==> src/rtl/conta_down_mn_ers.sv <==
// Modulo-MOD down counter with load, wrap/one-shot modes and cascade tc.
// State machine IDLE -> RUN -> EXPIRED; all outputs registered except tc.
module conta_down_mn_ers #(
    parameter int MOD = 5,
    parameter int W   = 3
) (
    input  logic         clk,
    input  logic         reset,
    input  logic         enable,
    input  logic         load,
    input  logic [W-1:0] d,
    input  logic         oneshot,
    output logic [W-1:0] q,
    output logic         tc,
    output logic         borrow,
    output logic         expired,
    output logic         busy
);

    localparam logic [W-1:0] TOP = W'(MOD - 1);

    typedef enum logic [1:0] {
        IDLE,
        RUN,
        EXPIRED
    } state_t;

    state_t       state_q;
    logic [W-1:0] cnt_q;
    logic [W-1:0] load_d;
    logic         borrow_q;
    logic         busy_q;
    logic         expired_q;
    logic         at_zero;

    assign at_zero = (cnt_q == '0);

    // Clamp the load value so the count never leaves 0..MOD-1.
    always_comb begin
        load_d = d;
        if (d > TOP) begin
            load_d = TOP;
        end
    end

    // State, count and registered flags; reset > load > enable > hold.
    always_ff @(posedge clk) begin
        if (reset) begin
            state_q   <= IDLE;
            cnt_q     <= '0;
            borrow_q  <= 1'b0;
            busy_q    <= 1'b0;
            expired_q <= 1'b0;
        end else if (load) begin
            state_q   <= RUN;
            cnt_q     <= load_d;
            borrow_q  <= 1'b0;
            busy_q    <= 1'b1;
            expired_q <= 1'b0;
        end else begin
            borrow_q <= 1'b0;
            unique case (state_q)
                RUN: begin
                    if (enable) begin
                        if (!at_zero) begin
                            cnt_q <= cnt_q - W'(1);
                        end else if (!oneshot) begin
                            cnt_q    <= TOP;
                            borrow_q <= 1'b1;
                        end else begin
                            state_q   <= EXPIRED;
                            busy_q    <= 1'b0;
                            expired_q <= 1'b1;
                        end
                    end
                end
                IDLE, EXPIRED: begin
                    cnt_q <= cnt_q;
                end
                default: begin
                    state_q   <= IDLE;
                    cnt_q     <= '0;
                    busy_q    <= 1'b0;
                    expired_q <= 1'b0;
                end
            endcase
        end
    end

    assign q       = cnt_q;
    assign borrow  = borrow_q;
    assign busy    = busy_q;
    assign expired = expired_q;
    assign tc      = enable & at_zero & (state_q == RUN);

endmodule

==> config.mk <==
export PLATFORM = sky130hd
export DESIGN_NAME = conta_down_mn_ers
export DESIGN_NICKNAME = d
export VERILOG_FILES = /design/src/rtl/conta_down_mn_ers.sv
export SDC_FILE = /design/constraint.sdc
export NUM_CORES = 1
export LEC_CHECK = 0
export CORE_AREA = 3 3 40 42
export DETAILED_ROUTE_END_ITERATION = 16
export DIE_AREA = 0 0 43 45
export PLACE_DENSITY = 0.54
export SLEW_MARGIN = 20
export SYNTH_ARGS = -nofsm -noshare
export SYNTH_HDL_FRONTEND = slang
export SYNTH_SLANG_ARGS = --single-unit
==> constraint.sdc <==
create_clock -name clk -period 1.75 [get_ports clk]
set_input_delay 0.2625 -clock clk [delete_from_list [all_inputs] [get_ports clk]]
set_output_delay 0.2625 -clock clk [all_outputs]
set_load 0.05 [all_outputs]
# After elaboration in Yosys (flattened, before gate mapping)
# Index checks and enable logic that the tools add are counted.
[classes]
eq_ne = 10
n_lt_le_gt_ge = 1
reduce_logical = 8
bitwise = 6
n_mux = 21
addsub = 1
[ops]
columns = ["op", "count"]
rows = [
  ["3-bit 2-to-1 mux", 5],
  ["1-bit 2-to-1 mux", 9],
  ["3-bit inequality test (second input constant)", 3],
  ["2-bit inequality test (second input constant)", 4],
  ["4-bit AND reduction", 2],
  ["2-bit 2-to-1 mux", 3],
  ["3-bit one-hot mux with 2 select lines", 1],
  ["5-bit OR reduction", 1],
  ["4-bit inequality test (second input constant)", 1],
  ["1-bit NOT", 4],
  ["1-bit one-hot mux with 2 select lines", 2],
  ["2-bit one-hot mux with 2 select lines", 1],
  ["2-bit OR reduction", 2],
  ["3-bit greater-than comparator (second input constant)", 1],
  ["3-bit logical NOT", 1],
  ["3-bit AND reduction", 1],
  ["3-bit by 1-bit subtractor with 3-bit output (second input constant)", 1],
  ["1-bit AND", 2],
  ["2-bit by 1-bit == test with 1-bit output (second input constant)", 1],
  ["2-bit == test (second input constant)", 1],
  ["2-bit logical NOT", 1],
]
[totals]
input_bits = 8
word_cells = 53
regBits = 8
output_inout_bits = 7

# Longest topological paths before layout
[logic_depth]
word_depth = 5
ltp_mapped = 4
mapped_depth_nobuf = 4

# Worst setup path before layout
# OpenSTA, ideal clock, no wires.
[synth_timing]
path_kind = "register to output"
start = "reg cnt_q[1] (netlist: q[1])"
end = "out tc"
path_buffers = 0
required_time_ps = 1487
arrival_ps = 1415
path_stages_with_launch = 3
slack_ps = 72
path_cell_list = "dfxtp_1 nor4b_2 and2_1"
[synth_between]
elab_chain_cells = 3
[synth_rtl]
columns = ["item", "line", "rtl"]
rows = [
  ["from (decl)", "29", "logic [W-1:0] cnt_q;"],
  ["from (signal assigned)", "56", "cnt_q <= load_d;"],
  ["from (signal assigned)", "66", "cnt_q <= cnt_q - W'(1);"],
  ["from (signal assigned)", "78", "cnt_q <= cnt_q;"],
  ["3-bit logical NOT", "36", "assign at_zero = (cnt_q == '0);"],
  ["1-bit AND (2 in a row)", "94", "assign tc = enable & at_zero & (state_q == RUN);"],
  ["to (decl)", "14", "output logic tc,"],
]
# Every way passes these cells.

# Worst setup path in the final report
[layout_timing]
start = "in enable"
end = "out tc"
[layout_between]
elab_chain_cells = 2
[layout_rtl]
columns = ["item", "line", "rtl"]
rows = [
  ["from (decl)", "9", "input logic enable,"],
  ["1-bit AND (2 in a row)", "94", ""],
]
# Every way passes these cells.

==> impl_metrics.json <==
{
  "die-width_um": 43,
  "die_area_sq_mm": 0.00194,
  "slowest_stage": "clkdlybuf4s50_1",
  "synth_top_family_by_area": "simple AND/OR/NAND/NOR gates",
  "dp_slack_ns": 0.0439,
  "mappedNetlistNets": 49,
  "hold_path.class": "register to register",
  "ys_seq_elements": 6,
  "multi_input_area_sq_um": 246,
  "grt_pass1_vias": 363,
  "slew_headroom": 0.672,
  "n_antenna_cell": 0,
  "clk_latency_ns": 0.24,
  "synth_area_sq_um": 362,
  "h-tree-depth": 1,
  "ys_seq_area_frac": 0.332,
  "drc": 0,
  "status": "complete, no violations",
  "setup.worst_path.start_class": "primary input",
  "synth_simple_gate_area_share": 0.405,
  "numCtsBuffers": 3,
  "leakagePower_nw": 0.235,
  "tns_ns": 0,
  "rsz0062_at_grt": "no",
  "drt_iter0_drc": 4,
  "antenna_found_initial": 0,
  "finClkSkew_ns": 0.00484,
  "max_freq_mhz": 610,
  "nFillCells": 123,
  "crit_arrival_ns": 1.38,
  "path_buf_inv": 2,
  "regArea_sq_um": 120,
  "grt_use_total": 0.111,
  "ys_async_sr_fraction": 0,
  "nNetsFinal": 71,
  "path_delay_family": "buffers and inverters",
  "grt_max_degree": 8,
  "post-route-min-period_ns": 1.64,
  "peakVddDrop_uv": 270,
  "fin_area_sq_um": 572,
  "vias_per_cell": 4.97,
  "slew_viol_final": 0,
  "overflow": 0,
  "core_area_sq_mm": 0.00128,
  "setup_slack_ns": 0.109,
  "std_cell_rows": 13,
  "synth_mux_area_frac": 0,
  "syn_to_final_growth_pct": 58.1,
  "cp-end-kind": "primary output",
  "path_cells": "clkdlybuf4s50_1 > nor4b_4 > and2_1 > buf_12",
  "hold_violations": 0,
  "routabilityCongestion": 0.668,
  "final.period_utilization": 0.937,
  "vias": 378,
  "max_cap_viol_count": 0,
  "r2r_slack_ns": 0.43,
  "post-dp-hpwl_um": 726,
  "required_ns": 1.49,
  "dr.pass1.iters": 2,
  "grt_pass1_wl_um": 1500,
  "synth_edf_count": 0,
  "clkSinkCount": 6,
  "cts_buffer_depth": 2,
  "setup_violations": 0,
  "syn_area_per_cell_sq_um": 8.82,
  "worstPathMaxFanout": 4,
  "synth_xor_area_frac": 0,
  "finalPower_mw": 0.399,
  "cts_tree": "yes",
  "netlist_instances": 41,
  "wl_per_cell_um": 11.9,
  "postRouteAntennaNets": 0,
  "worstSetupPathType": "primary input to primary output",
  "tightest_slew_ns": 0.490,
  "wirelength_um": 906,
  "yosysUniqueCellTypes": 20,
  "cts.reportedPaths.clkPinSlew_ns": 0.04,
  "synth_top_flop_cell": "dfxtp_1",
  "power.density_mw_per_mm2": 699,
  "fp.dieH_um": 45,
  "ioPinCount": 15,
  "io_buffers": 14,
  "synth_fa_ha_area_frac": 0,
  "synth_compound_area_frac": 0.253,
  "placed_area_sq_um": 541,
  "cpPeakStageDelay_ns": 0.49,
  "initial_core_util": 0.281,
  "cts_setup_buffers": 0,
  "yosys_warnings": 0,
  "drive_gt1_frac": 0.295,
  "cts-root-buf": "clkbuf_4"
}
layout make-up:
| cell class | count | share of cell area |
|---|---|---|
| multi-input combinational | 34 | 0.431 |
| timing repair buffer | 17 | 0.280 |
| sequential | 6 | 0.210 |
| clock buffer | 3 | 0.0394 |
| tap | 15 | 0.0328 |
| inverter | 1 | 0.00656 |
cell usage after synthesis, types with 2 or more instances:
library cell	instances	area [sq um]
nor3_2	2	20.0
and2b_1	2	15.0
nor2_1	5	18.8
nor2b_1	3	18.8
o21ai_0	2	10.0
a21oi_1	2	10.0
nand2_1	5	18.8
dfxtp_1	6	120
a32oi_1	2	17.5
nor3_1	2	10.0
registers in the layout, summed over array words and instances (netlist names):
| signal | count |
|---|---|
| borrow | 1 |
| state_q | 2 |
| q | 3 |
worst register-to-register path, cell delays in order, from the launching register on:
cell and delay, ns:
dfxtp_1 0.40, or3b_4 0.42, o311a_1 0.34, nor3_2 0.09
logic make-up (layout without fill, tap and decap cells):
group           count (synthesis)  after routing
simple gates                   23             23
flops                           6              6
buf+inv                         1             21
compound gates                 11             11
metrics by stage:
step	instances	utilization	hold slack (ns)
after floorplan	41	-	0.332
after global placement	73	0.421	0.632
after detailed placement	73	0.421	0.621
after CTS	76	0.438	0.623
after global routing	76	0.445	0.664
final	76	0.445	0.654
cell usage in the layout (no fill, tap or decap), types with 2 or more instances in the layout:
cell,instances
nor2_1,5
clkdlybuf4s50_1,8
buf_4,8
nand2_1,5
nor2b_1,3
dfxtp_1,6
nor3_2,2
clkbuf_4,3
nor3_1,2
and2b_1,2
a21oi_1,2
o21ai_0,2
a32oi_1,2
path summary, 6_finish.rpt:
| check | depth (start not counted) | start | to |
|---|---|---|---|
| setup / recovery | 4 | enable | tc |
| hold / removal | 2 | q[0] | q[0] |
| setup reg to reg | 3 | state_q[0] | q[0] |
| hold reg to reg | 2 | q[0] | q[0] |
repair_timing:
action | in CTS | in global routing
gates resized for setup | 0 | 1
hold buffers | 0 | 0
endpoints found under the setup margin | 0 | 1
per-layer routing:
layer	vias to the layer above	track usage	wire, um
li1	198	-	-
met1	166	0.119	386
met2	10	0.165	431
met3	4	0.0438	62
met4	0	0.108	25
met5	-	0	0
where the power goes:
part	internal, mW	switching (mW)
Clock	0.0772	0.0438
Sequential	0.144	0.0139
Combinational	0.0568	0.0635
Total	0.278	0.121
Note: power is estimated with default switching activity, not from simulation.
